[src/rtl/ceres_mem_arbiter.sv]
// ceres_mem_arbiter: round-robin sequencer sharing one
// 128-bit single-port RAM between NUM_REQ requesters.
module ceres_mem_arbiter #(
  parameter int          NUM_REQ       = 2,
  parameter int          RAM_DEPTH     = 8192,
  parameter int          LATENCY       = 2,
  parameter logic [31:0] RAM_BASE_ADDR = 32'h8000_0000,
  parameter logic [31:0] RAM_MASK_ADDR = 32'h000F_FFFF
) (
  input  logic                   clk_i,
  input  logic                   rst_ni,
  input  logic [NUM_REQ-1:0]     req_valid_i,
  output logic [NUM_REQ-1:0]     req_ready_o,
  input  logic [NUM_REQ*32-1:0]  req_addr_i,
  input  logic [NUM_REQ*16-1:0]  req_wstrb_i,
  input  logic [NUM_REQ*128-1:0] req_wdata_i,
  output logic [NUM_REQ-1:0]     rsp_valid_o,
  output logic [127:0]           rsp_data_o,
  output logic                   rsp_err_o,
  output logic [$clog2(RAM_DEPTH)-1:0] ram_addr_o,
  output logic                   ram_rd_en_o,
  output logic [15:0]            ram_wr_en_o,
  output logic [127:0]           ram_wdata_o,
  input  logic [127:0]           ram_rdata_i,
  output logic                   busy_o
);

  localparam int AW = $clog2(RAM_DEPTH);
  localparam int IW = (NUM_REQ > 1) ? $clog2(NUM_REQ) : 1;
  localparam int CW = (LATENCY > 1) ? $clog2(LATENCY) : 1;

  typedef enum logic [1:0] {
    IDLE,
    ISSUE,
    WAIT,
    RESP
  } state_e;

  typedef struct packed {
    logic [31:0]  addr;
    logic [15:0]  wstrb;
    logic [127:0] wdata;
  } req_t;

  state_e         state_q, state_d;
  logic [CW-1:0]  cnt_q, cnt_d;
  logic [IW-1:0]  last_q, owner_q;
  logic [IW-1:0]  win, cand;
  logic           win_vld;
  logic           accept;
  req_t           req_q, sel;
  logic [127:0]   rsp_data_q;
  logic           rsp_err_q;
  logic           hit, is_rd, issue;
  logic           ram_go;
  logic           miss_done, wait_done;

  // First valid requester after the last grant, wrapping.
  always_comb begin
    win     = '0;
    win_vld = 1'b0;
    cand    = '0;
    for (int k = 1; k <= NUM_REQ; k++) begin
      cand = IW'((int'(last_q) + k) % NUM_REQ);
      if (!win_vld && req_valid_i[cand]) begin
        win     = cand;
        win_vld = 1'b1;
      end
    end
  end

  always_comb begin
    sel = '0;
    for (int i = 0; i < NUM_REQ; i++) begin
      if (win == IW'(i)) begin
        sel.addr  = req_addr_i[i*32 +: 32];
        sel.wstrb = req_wstrb_i[i*16 +: 16];
        sel.wdata = req_wdata_i[i*128 +: 128];
      end
    end
  end

  assign accept = rst_ni && win_vld
               && (state_q == IDLE);

  always_comb begin
    req_ready_o = '0;
    rsp_valid_o = '0;
    for (int i = 0; i < NUM_REQ; i++) begin
      req_ready_o[i] = accept
                    && (win == IW'(i));
      rsp_valid_o[i] = (state_q == RESP)
                    && (owner_q == IW'(i));
    end
  end

  assign hit = (req_q.addr & ~RAM_MASK_ADDR)
            == RAM_BASE_ADDR;
  assign is_rd = (req_q.wstrb == '0);
  assign issue = (state_q == ISSUE);
  assign ram_go = issue && hit;
  assign miss_done = issue && !hit;
  assign wait_done = (state_q == WAIT)
                  && (cnt_q == '0);

  always_comb begin
    state_d = state_q;
    cnt_d   = cnt_q;
    unique case (state_q)
      IDLE: begin
        if (accept) state_d = ISSUE;
      end
      ISSUE: begin
        if (hit) begin
          cnt_d   = CW'(LATENCY - 1);
          state_d = WAIT;
        end else begin
          state_d = RESP;
        end
      end
      WAIT: begin
        if (cnt_q == '0) state_d = RESP;
        else cnt_d = cnt_q - CW'(1);
      end
      RESP: state_d = IDLE;
      default: state_d = IDLE;
    endcase
  end

  always_ff @(posedge clk_i or negedge rst_ni) begin
    if (!rst_ni) begin
      state_q <= IDLE;
      cnt_q   <= '0;
      last_q  <= IW'(NUM_REQ - 1);
      owner_q <= '0;
      req_q   <= '0;
    end else begin
      state_q <= state_d;
      cnt_q   <= cnt_d;
      if (accept) begin
        last_q  <= win;
        owner_q <= win;
        req_q   <= sel;
      end
    end
  end

  // Response regs change only on the edge into RESP.
  always_ff @(posedge clk_i or negedge rst_ni) begin
    if (!rst_ni) begin
      rsp_data_q <= '0;
      rsp_err_q  <= 1'b0;
    end else begin
      unique case (1'b1)
        miss_done: begin
          rsp_data_q <= '0;
          rsp_err_q  <= 1'b1;
        end
        wait_done: begin
          rsp_data_q <= is_rd ? ram_rdata_i : '0;
          rsp_err_q  <= 1'b0;
        end
        default: ;
      endcase
    end
  end

  assign rsp_data_o  = rsp_data_q;
  assign rsp_err_o   = rsp_err_q;
  assign ram_rd_en_o = ram_go && is_rd;
  assign ram_wr_en_o = ram_go ? req_q.wstrb : '0;
  assign ram_addr_o  = ram_go ? req_q.addr[AW+3:4]
                              : '0;
  assign ram_wdata_o = (ram_go && !is_rd)
                     ? req_q.wdata : '0;
  assign busy_o      = (state_q != IDLE);

endmodule

[config.mk]
export PLATFORM = sky130hd
export DESIGN_NAME = ceres_mem_arbiter
export DESIGN_NICKNAME = d
export VERILOG_FILES = /design/src/rtl/ceres_mem_arbiter.sv
export SDC_FILE = /design/constraint.sdc
export NUM_CORES = 1
export LEC_CHECK = 0
export ABC_AREA = 1
export CAP_MARGIN = 20
export CORE_AREA = 2 2 300 302
export DETAILED_ROUTE_END_ITERATION = 6
export DIE_AREA = 0 0 302 304
export GPL_ROUTABILITY_DRIVEN = 0
export PLACE_DENSITY_LB_ADDON = 0.05
export REMOVE_ABC_BUFFERS = 1
export SLEW_MARGIN = 10
export SYNTH_ARGS = -nofsm -noshare
export SYNTH_HDL_FRONTEND = slang
export SYNTH_SLANG_ARGS = --single-unit
[constraint.sdc]
create_clock -name clk_i -period 3.2 [get_ports clk_i]
set_clock_uncertainty 0.2 [all_clocks]
set_input_delay 0.96 -clock clk_i [delete_from_list [all_inputs] [get_ports clk_i]]
set_output_delay 0.96 -clock clk_i [all_outputs]
set_load 0.1 [all_outputs]
==> impl_metrics.py <==
metrics = {
    "layout": {
        "layout.cells.non_filler": 3846,
        "syn2layout_area_growth_pct": 91.6,
        "fin_nets": 3116,
        "drive_gt1_frac": 0.229,
        "fin_util": 0.312,
    },
    "critical_path": {
        "rrSetupSlack_ns": 0.16,
        "worstSetupPathType": "reg2out",
        "path_cells": "or2_4 -> nor2_4 -> nand3_4 -> clkinv_4 -> buf_12 -> nand2_8 -> clkbuf_16 -> nor2_2 -> buf_12",
        "crit_arrival_ns": 2.33,
        "r2r-start": "req_q[165]$_DFFE_PN0P_",
        "crit_fanout": 6,
        "path_delay_family": "simple AND/OR/NAND/NOR gates",
        "crit_start": "req_q[165]$_DFFE_PN0P_",
        "cpPeakStageDelay_ns": 0.43,
        "cpMaxStageDelayCell": "dfrtp_2",
        "worstSetupEndpointType": "output port",
        "path_buf_inv": 4,
        "required_ns": 2.04,
        "critPathLaunchType": "flip-flop",
        "path_common_cell": "buf_12",
    },
    "timing": {
        "fin_crit_ns": 3.49,
        "hold_viol": 0,
        "finalSetupTns_ns": -35.72,
        "fmax_mhz": 286,
        "worst_slack_ns": -0.295,
        "slew_headroom": 0.309,
        "finalCritPeriodShare": 1.09,
        "rsz0062_at_grt": "true",
        "worst-slew-pin-transition_ns": 1.04,
        "setup_viol": 158,
        "final-max-slew-violation-count": 0,
    },
    "yosys": {
        "ys.flop_type": "dfrtp_1",
        "synth.area.mux_share": 0,
        "synth-seq-cells": 303,
        "async_flop_share": 1.00,
        "synth_xor_area_frac": 0,
        "synth_top_area_cell": "dfrtp_1",
        "synth_edf_count": 0,
        "synth_top_area_share": 0.521,
        "syn-cell-area_um2": 14500,
        "yosysMostFrequentCell": "nand2_1",
        "avgSynthCellArea_um2": 7.70,
        "synth_compound_area_frac": 0.00190,
        "synthAdderAreaFrac": 0.00431,
        "ys_seq_area_frac": 0.523,
        "yosys_warnings": 0,
        "synth_cell_types": 20,
        "synthSimpleGateAreaFrac": 0.377,
        "synth_top_family_by_area": "simple AND/OR/NAND/NOR gates",
        "synth_commonest_cells": "nand2_1 (656), dfrtp_1 (302), nand3_1 (300)",
        "synthCells": 1886,
        "synth.area.top_cells": "dfrtp_1 (52%), nand2_1 (17%), nand3_1 (10%)",
    },
    "drt": {
        "wire_per_inst_um": 22.1,
        "drtIter0Drc": 807,
        "antenna_left": 0,
        "wirelength_mm": 85.1,
        "vias": 16100,
        "vias_per_cell": 4.18,
        "drc": 0,
        "dr.pass1.iters": 5,
    },
    "min_path": {
        "worstHoldPathType": "in2async",
    },
    "grt": {
        "grt_max_degree": 149,
        "grt_use_total": 0.178,
        "grt_pass1_wl_mm": 121,
        "overflow": 0,
        "antenna_found_initial": 36,
        "grt_pass1_vias": 16400,
    },
    "floorplan": {
        "rows": 110,
        "die-area_um2": 91800,
        "die_y_um": 304,
        "ioPinCount": 776,
        "fp.dieW_um": 302,
        "core-area_um2": 89000,
        "start_util": 0.163,
    },
    "job": {
        "maxCapViolations": 0,
    },
    "power_and_ir_drop": {
        "power_density_nw_per_um2": 566,
        "peakVddDrop_mv": 0.322,
        "p_leak_nw": 12.6,
        "total_power_mw": 15.7,
    },
    "placement": {
        "port_buffers": 761,
        "post-dp-hpwl_mm": 57.9,
        "dp.cells": 3714,
    },
    "status": {
        "status": "finished with violations",
        "violations": "negative setup slack",
    },
    "clocking": {
        "clk_latency_ns": 0.57,
        "cts_made_buffers": 44,
        "cts_tree": "done",
        "cts_sinks": 303,
        "cts_max_level": 2,
        "clock_path_buffers": 3,
        "clk_pin_slew_ns": 0.05,
        "root_buffer": "clkbuf_16",
    },
}
-- sequential cells by signal, indices dropped and copies added, names as in the netlist --
name,flops
owner_q,1
last_q,1
req_q,169
rsp_data_o,128
rsp_err_o,1
state_q,2
cnt_q,1
-- power by group --
group	switching [mW]	internal (mW)	total, mW
registers	0.534	4.87	5.41
clock network	1.94	2.97	4.92
logic	3.49	1.92	5.42
-- cell type report --
cell class	count	area (um2)
flip-flops and latches	303	7590
well taps	1176	1470
clock buffers	71	1290
inverters	170	651
clock inverters	4	95.1
repair buffers	836	9990
diodes	14	35.0
multi-input cells	1272	6690
fillers	9378	61200
-- per-stage QoR --
| step | instance area, um2 | hold slack [ns] | setup slack, ns |
|---|---|---|---|
| 4_1_cts | 26900 | 0.262 | -0.457 |
| 2_1_floorplan | 13800 | 0.248 | -6.18 |
| 3_3_place_gp | 24600 | 0.264 | -0.300 |
| 6_report | 27800 | 0.276 | -0.295 |
| 5_1_grt | 27800 | 0.289 | -0.419 |
| 3_5_place_dp | 24600 | 0.265 | -0.331 |
-- path summary, 6_finish.rpt --
path | end | cells past startpoint
setup reg to reg | rsp_data_o[1]$_DFFE_PN0P_ | 18
setup / recovery | ram_wdata_o[68] | 9
max in group asynchronous | req_q[165]$_DFFE_PN0P_ | 3
hold / removal | req_q[138]$_DFFE_PN0P_ | 2
hold reg to reg | last_q$_DFFE_PN1P_ | 2
min in group clk_i | last_q$_DFFE_PN1P_ | 2
-- layer usage --
metal  wire (um)  track usage  up-vias
met1       32200        0.199     7907
met4        1390       0.0312       40
li1            -            -     7507
met2       42700        0.311      525
met3        8600       0.0800      113
met5         252            0        -
-- placed cells by master (no fill, tap or decap), types with 9 or more instances in the layout --
| master | count |
|---|---|
| nand3_1 | 299 |
| inv_1 | 161 |
| clkbuf_16 | 50 |
| dfrtp_1 | 300 |
| nand4_1 | 131 |
| clkbuf_1 | 19 |
| diode_2 | 14 |
| buf_16 | 9 |
| clkdlybuf4s50_1 | 466 |
| nor2_2 | 38 |
| nand2_1 | 653 |
| buf_12 | 180 |
| nor2_1 | 11 |
| nor2_4 | 122 |
| buf_4 | 169 |
-- logic make-up (layout without fill, tap and decap cells) --
kind of cell | count (synthesis) | after routing
simple gates | 1261 | 1262
buf+inv | 312 | 1081
flops | 303 | 303
fa+ha+maj | 5 | 5
compound gates | 5 | 5
other cells | 0 | 14
-- repair_timing --
item	in CTS	in global routing
hold buffers	0	0
gates cloned	6	7
buffers inserted	18	13
pin swaps	10	13
setup endpoints to repair	160	215
resized for setup	177	153
No activity file was read; power rests on OpenSTA's default activity.
